$ cat config.mk
export PLATFORM = sky130hd
export DESIGN_NAME = serial_subtractor
export DESIGN_NICKNAME = d
export VERILOG_FILES = /design/src/rtl/serial_subtractor.sv
export SDC_FILE = /design/constraint.sdc
export NUM_CORES = 1
export LEC_CHECK = 0
export CAP_MARGIN = 20
export CORE_ASPECT_RATIO = 1.5
export CORE_MARGIN = 3
export CORE_UTILIZATION = 35
export CTS_CLUSTER_SIZE = 20
export DETAILED_ROUTE_END_ITERATION = 8
export DONT_BUFFER_PORTS = 1
export GPL_TIMING_DRIVEN = 0
export SKIP_LAST_GASP = 1
export SYNTH_ARGS = -nofsm -noshare
export SYNTH_HDL_FRONTEND = slang
export SYNTH_SLANG_ARGS = --single-unit
export TNS_END_PERCENT = 30
$ cat constraint.sdc
create_clock -name clk -period 3.2 [get_ports clk]
set_clock_uncertainty 0.2 [all_clocks]
set_input_delay 0.48 -clock clk [delete_from_list [all_inputs] [get_ports clk]]
set_output_delay 0.48 -clock clk [all_outputs]
set_load 0.05 [all_outputs]
$ cat src/rtl/serial_subtractor.sv
// -----------------------------------------------------------------------------
// serial_subtractor
//   Digit-serial signed subtractor: diff = a - b - bin, modulo 2^WIDTH.
//   One DIGIT-wide slice is processed per clock, LSB slice first. A full
//   operation takes WIDTH/DIGIT RUN cycles plus one DONE cycle. The results
//   are registered, so they appear one clock after the DONE state.
//
// Ports
//   clk       rising-edge clock
//   rst       synchronous reset, active-high (aborts any operation)
//   start     request pulse; a, b, bin are sampled when accepted in IDLE
//   a, b      signed two's-complement operands (WIDTH bits)
//   bin       borrow-in
//   busy      high while an operation is in RUN or DONE
//   done      one-cycle pulse when diff/bout/overflow are updated
//   diff      a - b - bin, held until the next completed operation
//   bout      borrow out of the MSB (unsigned a < unsigned b + bin)
//   overflow  signed overflow of the subtraction
// -----------------------------------------------------------------------------
module serial_subtractor #(
   parameter int WIDTH = 32,
   parameter int DIGIT = 4
) (
   input  logic             clk,
   input  logic             rst,
   input  logic             start,
   input  logic [WIDTH-1:0] a,
   input  logic [WIDTH-1:0] b,
   input  logic             bin,
   output logic             busy,
   output logic             done,
   output logic [WIDTH-1:0] diff,
   output logic             bout,
   output logic             overflow
);

   localparam int NDIG = WIDTH / DIGIT;
   localparam int CW   = (NDIG > 1) ? $clog2(NDIG) : 1;
   localparam logic [CW-1:0] LAST_DIGIT = CW'(NDIG - 1);

   // The result register is filled by shifting slices in from the top, so
   // at least two slices are needed.
   generate
      if ((WIDTH % DIGIT) != 0) begin : g_bad_digit
         $error("serial_subtractor: WIDTH must be a multiple of DIGIT");
      end
      if (WIDTH <= DIGIT) begin : g_bad_width
         $error("serial_subtractor: WIDTH must be larger than DIGIT");
      end
   endgenerate

   typedef enum logic [1:0] {
      IDLE = 2'd0,
      RUN  = 2'd1,
      DONE = 2'd2
   } state_t;

   state_t           state_r;
   state_t           state_nx_s;
   logic [WIDTH-1:0] a_sh_r;
   logic [WIDTH-1:0] b_sh_r;
   logic [WIDTH-1:0] res_r;
   logic             borrow_r;
   logic             a_msb_r;
   logic             b_msb_r;
   logic [CW-1:0]    cnt_r;
   logic [DIGIT:0]   step_s;
   logic             step_borrow_s;

   // One slice of a - b - borrow, done as a + ~b + ~borrow; the borrow out
   // of the slice is the inverted carry.
   always_comb begin
      step_s        = {1'b0, a_sh_r[DIGIT-1:0]}
                    + {1'b0, ~b_sh_r[DIGIT-1:0]}
                    + {{DIGIT{1'b0}}, ~borrow_r};
      step_borrow_s = ~step_s[DIGIT];
   end

   // Next-state logic of the IDLE -> RUN -> DONE sequencer.
   always_comb begin
      state_nx_s = state_r;
      case (state_r)
         IDLE: begin
            if (start) begin
               state_nx_s = RUN;
            end else begin
               state_nx_s = IDLE;
            end
         end
         RUN: begin
            if (cnt_r == LAST_DIGIT) begin
               state_nx_s = DONE;
            end else begin
               state_nx_s = RUN;
            end
         end
         DONE:    state_nx_s = IDLE;
         default: state_nx_s = IDLE;
      endcase
   end

   // State register; busy is registered from the next state so it tracks
   // RUN/DONE exactly.
   always_ff @(posedge clk) begin
      if (rst) begin
         state_r <= IDLE;
         busy    <= 1'b0;
      end else begin
         state_r <= state_nx_s;
         busy    <= (state_nx_s != IDLE);
      end
   end

   // Operand shift registers, borrow chain, slice counter and result register.
   always_ff @(posedge clk) begin
      if (rst) begin
         a_sh_r   <= '0;
         b_sh_r   <= '0;
         res_r    <= '0;
         borrow_r <= 1'b0;
         a_msb_r  <= 1'b0;
         b_msb_r  <= 1'b0;
         cnt_r    <= '0;
      end else begin
         case (state_r)
            IDLE: begin
               if (start) begin
                  a_sh_r   <= a;
                  b_sh_r   <= b;
                  borrow_r <= bin;
                  // Original sign bits are kept for overflow because the
                  // shift registers lose them during RUN.
                  a_msb_r  <= a[WIDTH-1];
                  b_msb_r  <= b[WIDTH-1];
                  cnt_r    <= '0;
               end
            end
            RUN: begin
               res_r    <= {step_s[DIGIT-1:0], res_r[WIDTH-1:DIGIT]};
               borrow_r <= step_borrow_s;
               a_sh_r   <= a_sh_r >> DIGIT;
               b_sh_r   <= b_sh_r >> DIGIT;
               cnt_r    <= cnt_r + CW'(1);
            end
            DONE: begin
               cnt_r <= '0;
            end
            default: begin
               cnt_r <= '0;
            end
         endcase
      end
   end

   // Visible results only change when the DONE state publishes them, so
   // partial slices are never exposed.
   always_ff @(posedge clk) begin
      if (rst) begin
         done     <= 1'b0;
         diff     <= '0;
         bout     <= 1'b0;
         overflow <= 1'b0;
      end else begin
         done <= (state_r == DONE);
         if (state_r == DONE) begin
            diff     <= res_r;
            bout     <= borrow_r;
            overflow <= (a_msb_r != b_msb_r) && (res_r[WIDTH-1] != a_msb_r);
         end
      end
   end

endmodule
==> metrics.txt, run 1 <==
die width 111 um; hold_buf cts 3; RR Endpoint borrow_r; synthesized instance count 689; WL final 14.6 mm; initial antenna violation count 0; global-route wire length before repair 23.5 mm; share of cells above drive strength 1 15.9%; maximum number of pins on one net before global-route repair 17; Synth Area in Compound Gates 21.1%; setup bufs post-CTS 0; clock slew seen by the registers of the worst setup and hold paths 0.06 ns; HP Start b[30]; most frequent cells in the layout nand2_1, dfxtp_1, nor2_1; Setup Viol. Count Final 0; worst skew pair latency 0.42 ns; maxcap violations 0; Critical R2R Launch a_sh_r[0]; CTS tree yes; clock buffer depth 2; Post-Synth Simple-Gate Area 22.2%; Finished Layout Cells 930; Distinct cells, synth 32; status completed; Worst Hold Endpoint b_sh_r[30]; antenna diode count 0; GRT Resource Usage Total 16.2%; antenna viol nets, final 0; Final Util 41.6%; post-synthesis adder-cell area fraction 1.77%; Tmin final 1.91 ns; cell taking the most area after synthesis dfxtp_1; Post-DP Area 6060 um2; Mean Syn Cell Area 8.43 um2; syn nets 764; vias in the first global route 4608; PwrDens 668 nW/um2; Placeable Area 16300 um2; count of pins over their slew limit 0; Slew HR 50.0%; # clock sinks 140; TritonCTS buffer count 17; final hold slack 0.0154 ns; Crit Path Max Fanout 2; #FFs+latches synth 140; post-synth design cell area 5810 um2; HPWL after detailed placement 10.7 mm; Final Hold Viols 0; flop2flop setup slack 1.29 ns; Reg2Reg Depth 7; unrepaired setup endpoints after global routing no; top-level I/O count 104; startpoint class of the critical path flop; pre-CTS setup slack 1.26 ns; Least-Margin Pin Slew 0.750 ns; drt wl/cell 15.6 um; mux cell area share after synthesis 0.517%; final setup margin 1.29 ns; crit path DAT 2.01 ns; hold-critical path depth 2; crit path kind flop to flop; initial core utilization 35.7%; main combinational cell family by area after synthesis simple AND/OR/NAND/NOR gates; commonest non-fill, non-tap cell in the layout nand2_1; Resized Gates After CTS 0; Total Nets Final 786; Via-to-Cell Ratio 4.96; Synth top area share 48.3%; clk root buf clkbuf_16; routed via count 4611; total power 4.51 mW; drt drc 0; First-pass DRT Iterations 4; Finished Cell Area 6760 um2; LEAKAGE 2.47 nW; die area 18200 um2; Max Freq 524 MHz; Row Count 57; CP required 3.30 ns; routability cong. 0.787; Area Overhead vs Synth 16.4%; XOR/XNOR Fraction of Synth Area 0.151%; Die Ht 164 um; IO buf count 0; dpl cells 895; Hold Crit Class input port to flop; synth warn 0; Worst VDD drop 0.378 mV; H-Tree Depth 4; final setup TNS 0 ns; Synth area leaders dfxtp_1, nand2_1, a311oi_2; Worst Setup End Kind flop; sequential-to-total area share from yosys stat 48.3%; Period Utilization, post-route 59.7%; 1st-iter DRT viols 187; GRT Residual Overflow 0
[power breakdown]
group	switching, mW	internal, mW	leakage [nW]
logic	0.263	0.162	0.995
clock network	0.739	1.46	0.329
registers	0.0547	1.83	1.15
[cell usage after synthesis (all sizes together)]
| library cell | count |
|---|---|
| a2111oi | 1 |
| a211oi | 2 |
| a21o | 1 |
| a21oi | 69 |
| a221oi | 1 |
| a22oi | 8 |
| a311oi | 56 |
| buf | 42 |
| clkbuf | 18 |
| dfxtp | 140 |
| fa | 2 |
| ha | 5 |
| inv | 8 |
| mux2i | 3 |
| nand2 | 236 |
| nand2b | 3 |
| nand3b | 3 |
| nand4 | 1 |
| nor2 | 74 |
| nor2b | 4 |
| nor3 | 5 |
| nor3b | 3 |
| o21ba | 1 |
| o21bai | 1 |
| o31a | 1 |
| xnor2 | 1 |
[registers in the layout (all words and copies together) (netlist names)]
register,cells
res_r,32
state_r,2
a_msb_r,1
cnt_r,3
busy,1
borrow_r,1
b_msb_r,1
a_sh_r,32
overflow,1
b_sh_r,32
bout,1
diff,32
done,1
[kinds of logic (layout without fill, tap and decap cells)]
group | after synthesis | in the layout
muxes | 3 | 3
DFF | 140 | 140
buffers and inverters | 68 | 103
and+or+nand+nor | 329 | 329
AOI/OAI and AO/OA | 141 | 141
adders and majority gates | 7 | 7
xor gates and xnor gates | 1 | 1
[how the worst max path moves through the flow]
stage	from	endpoint	slack, ns	cells past startpoint
after floorplan	a_sh_r[0]	borrow_r	1.43	7
after global placement	rst	b_sh_r[12]	1.29	4
after detailed placement	rst	b_sh_r[11]	1.26	4
after CTS	a_sh_r[0]	borrow_r	1.29	7
after global routing	a_sh_r[0]	borrow_r	1.20	7
final	a_sh_r[0]	borrow_r	1.29	7
[final cells by class]
type	instances	area [um2]
Clock buffer	21	480
Multi-Input combinational cell	481	2650
Inverter	8	30.0
Buffer	60	320
Clock inverter	11	186
Tap cell	206	258
Sequential cell	140	2800
Timing Repair Buffer	3	30.0
Fill cell	1635	9500
[worst max-delay path, stage by stage, from the launching register on]
cell	delay, ns
dfxtp_1	0.33
inv_1	0.07
fa_1	0.45
inv_1	0.09
fa_1	0.20
a21o_1	0.14
a21oi_1	0.06
o31a_1	0.27
[routing by layer]
metal	wire length [um]	GRT usage, %
met5	0	0
met4	207	4.98
met3	769	5.05
met2	7540	29.5
met1	6030	18.0
Power figures use the tool's default switching activity.
==> run 2, diff against run 1 <==
==> constraint.sdc (replaced) <==
create_clock -name clk -period 1.96 [get_ports clk]
set_clock_uncertainty 0.2 [all_clocks]
set_input_delay 0.294 -clock clk [delete_from_list [all_inputs] [get_ports clk]]
set_output_delay 0.294 -clock clk [all_outputs]
set_load 0.05 [all_outputs]
==> run 2 against run 1 <==
Compared with the run above:
- combinational power is 88% higher
- worst setup slack lost 1.2 ns
- flip-flop and latch count unchanged
==> metrics.txt, run 2 (synthesis results as in run 1) <==
status completed; # clock sinks 140; Area Overhead vs Synth 27.0%; final setup margin 0.120 ns; Total Nets Final 847; maxcap violations 0; initial antenna violation count 0; clk root buf clkbuf_16; 1st-iter DRT viols 190; Placeable Area 16300 um2; top-level I/O count 104; Max Freq 544 MHz; antenna diode count 0; CP required 2.08 ns; Via-to-Cell Ratio 4.92; routability cong. 0.787; GRT Residual Overflow 0; initial core utilization 35.7%; pre-CTS setup slack 0.0567 ns; crit path kind flop to flop; die area 18200 um2; maximum number of pins on one net before global-route repair 17; most frequent cells in the layout nand2_1, dfxtp_1, nor2_1; final setup TNS 0 ns; Worst Setup End Kind flop; setup bufs post-CTS 0; clock buffer depth 2; Die Ht 164 um; Least-Margin Pin Slew 0.756 ns; H-Tree Depth 4; Worst VDD drop 0.616 mV; startpoint class of the critical path flop; unrepaired setup endpoints after global routing no; routed via count 4877; Slew HR 49.6%; Tmin final 1.84 ns; drt drc 0; global-route wire length before repair 24.5 mm; IO buf count 0; Hold Crit Class input port to flop; LEAKAGE 2.72 nW; HPWL after detailed placement 10.7 mm; Layout fillers 1576; crit path DAT 1.96 ns; clock slew seen by the registers of the worst setup and hold paths 0.06 ns; vias in the first global route 4881; PwrDens 1010 nW/um2; die width 111 um; TritonCTS buffer count 17; antenna viol nets, final 0; Final Hold Viols 0; worst skew pair latency 0.42 ns; GRT Resource Usage Total 16.7%; Row Count 57; Period Utilization, post-route 93.9%; First-pass DRT Iterations 5; Crit Path Max Fanout 10; drt wl/cell 15.1 um; WL final 14.9 mm; commonest non-fill, non-tap cell in the layout nand2_1; Setup Viol. Count Final 0; CTS tree yes; count of pins over their slew limit 0; share of cells above drive strength 1 14.9%
==> run 2: critical path, stage by stage, from the launching register on <==
cell	delay (ns)
dfxtp_1	0.36
nand2b_1	0.09
buf_2	0.24
clkbuf_1	0.38
nand2_1	0.17
a311oi_2	0.31
==> run 2: worst paths after layout <==
kind | startpoint | to | slack [ns] | cells after the start
max | state_r[0] | b_sh_r[18] | 0.12 | 5
min | bin | borrow_r | 0.04 | 3
max reg2reg | state_r[0] | b_sh_r[18] | 0.12 | 5
min reg2reg | res_r[3] | diff[3] | 0.25 | 2
==> run 2: through the flow <==
step / utilization [%] / std cells / hold slack (ns) / power, mW / area, um2
after global placement: 37.3 / 895 / 0.241 / 3.83 / 6060
after CTS: 45.3 / 991 / 0.00660 / 7.54 / 7370
after detailed placement: 37.3 / 895 / 0.248 / 3.84 / 6060
after floorplan: - / 689 / 0.232 / 3.67 / 5810
after global routing: 45.4 / 991 / 0.0308 / 7.77 / 7380
final: 45.4 / 991 / 0.0363 / 7.47 / 7380
==> run 2: layer usage <==
metal	track usage, %	share of wire, %
met1	19.0	42
met2	30.6	53
met3	4.28	3.9
met4	4.98	1.3
met5	0	0
==> run 2: area by class of cell <==
type | instances | area [um2] | share of cell area, %
clock buffer | 21 | 480 | 6.51
tap | 206 | 258 | 3.49
sequential | 140 | 2800 | 38.0
timing repair buffer | 64 | 641 | 8.69
clock inverter | 11 | 186 | 2.53
buffer | 60 | 320 | 4.34
multi-input combinational | 481 | 2660 | 36.0
inverter | 8 | 30.0 | 0.407
==> run 2: repair_timing <==
item                                    CTS  global route
endpoints found under the setup margin    0             1
gates resized for setup                   0             2
hold buffers                             64             0
hold endpoints to repair                 66             0
==> run 2: report_power, final <==
| part | internal (mW) | switching [mW] | total (mW) | leakage [nW] |
|---|---|---|---|---|
| Combinational | 0.345 | 0.452 | 0.797 | 1.25 |
| Sequential | 2.99 | 0.0905 | 3.08 | 1.15 |
| Clock | 2.39 | 1.20 | 3.59 | 0.329 |
| Total | 5.72 | 1.75 | 7.47 | 2.72 |
==> run 3, diff against run 2 <==
--- a/config.mk
+++ b/config.mk
@@ -14,6 +14,7 @@
 export DONT_BUFFER_PORTS = 1
 export GPL_TIMING_DRIVEN = 0
 export SKIP_LAST_GASP = 1
+export SLEW_MARGIN = 30
 export SYNTH_ARGS = -nofsm -noshare
 export SYNTH_HDL_FRONTEND = slang
 export SYNTH_SLANG_ARGS = --single-unit
==> results of run 3 <==
The final DEF is identical to that of run 2; final timing and power are the same.
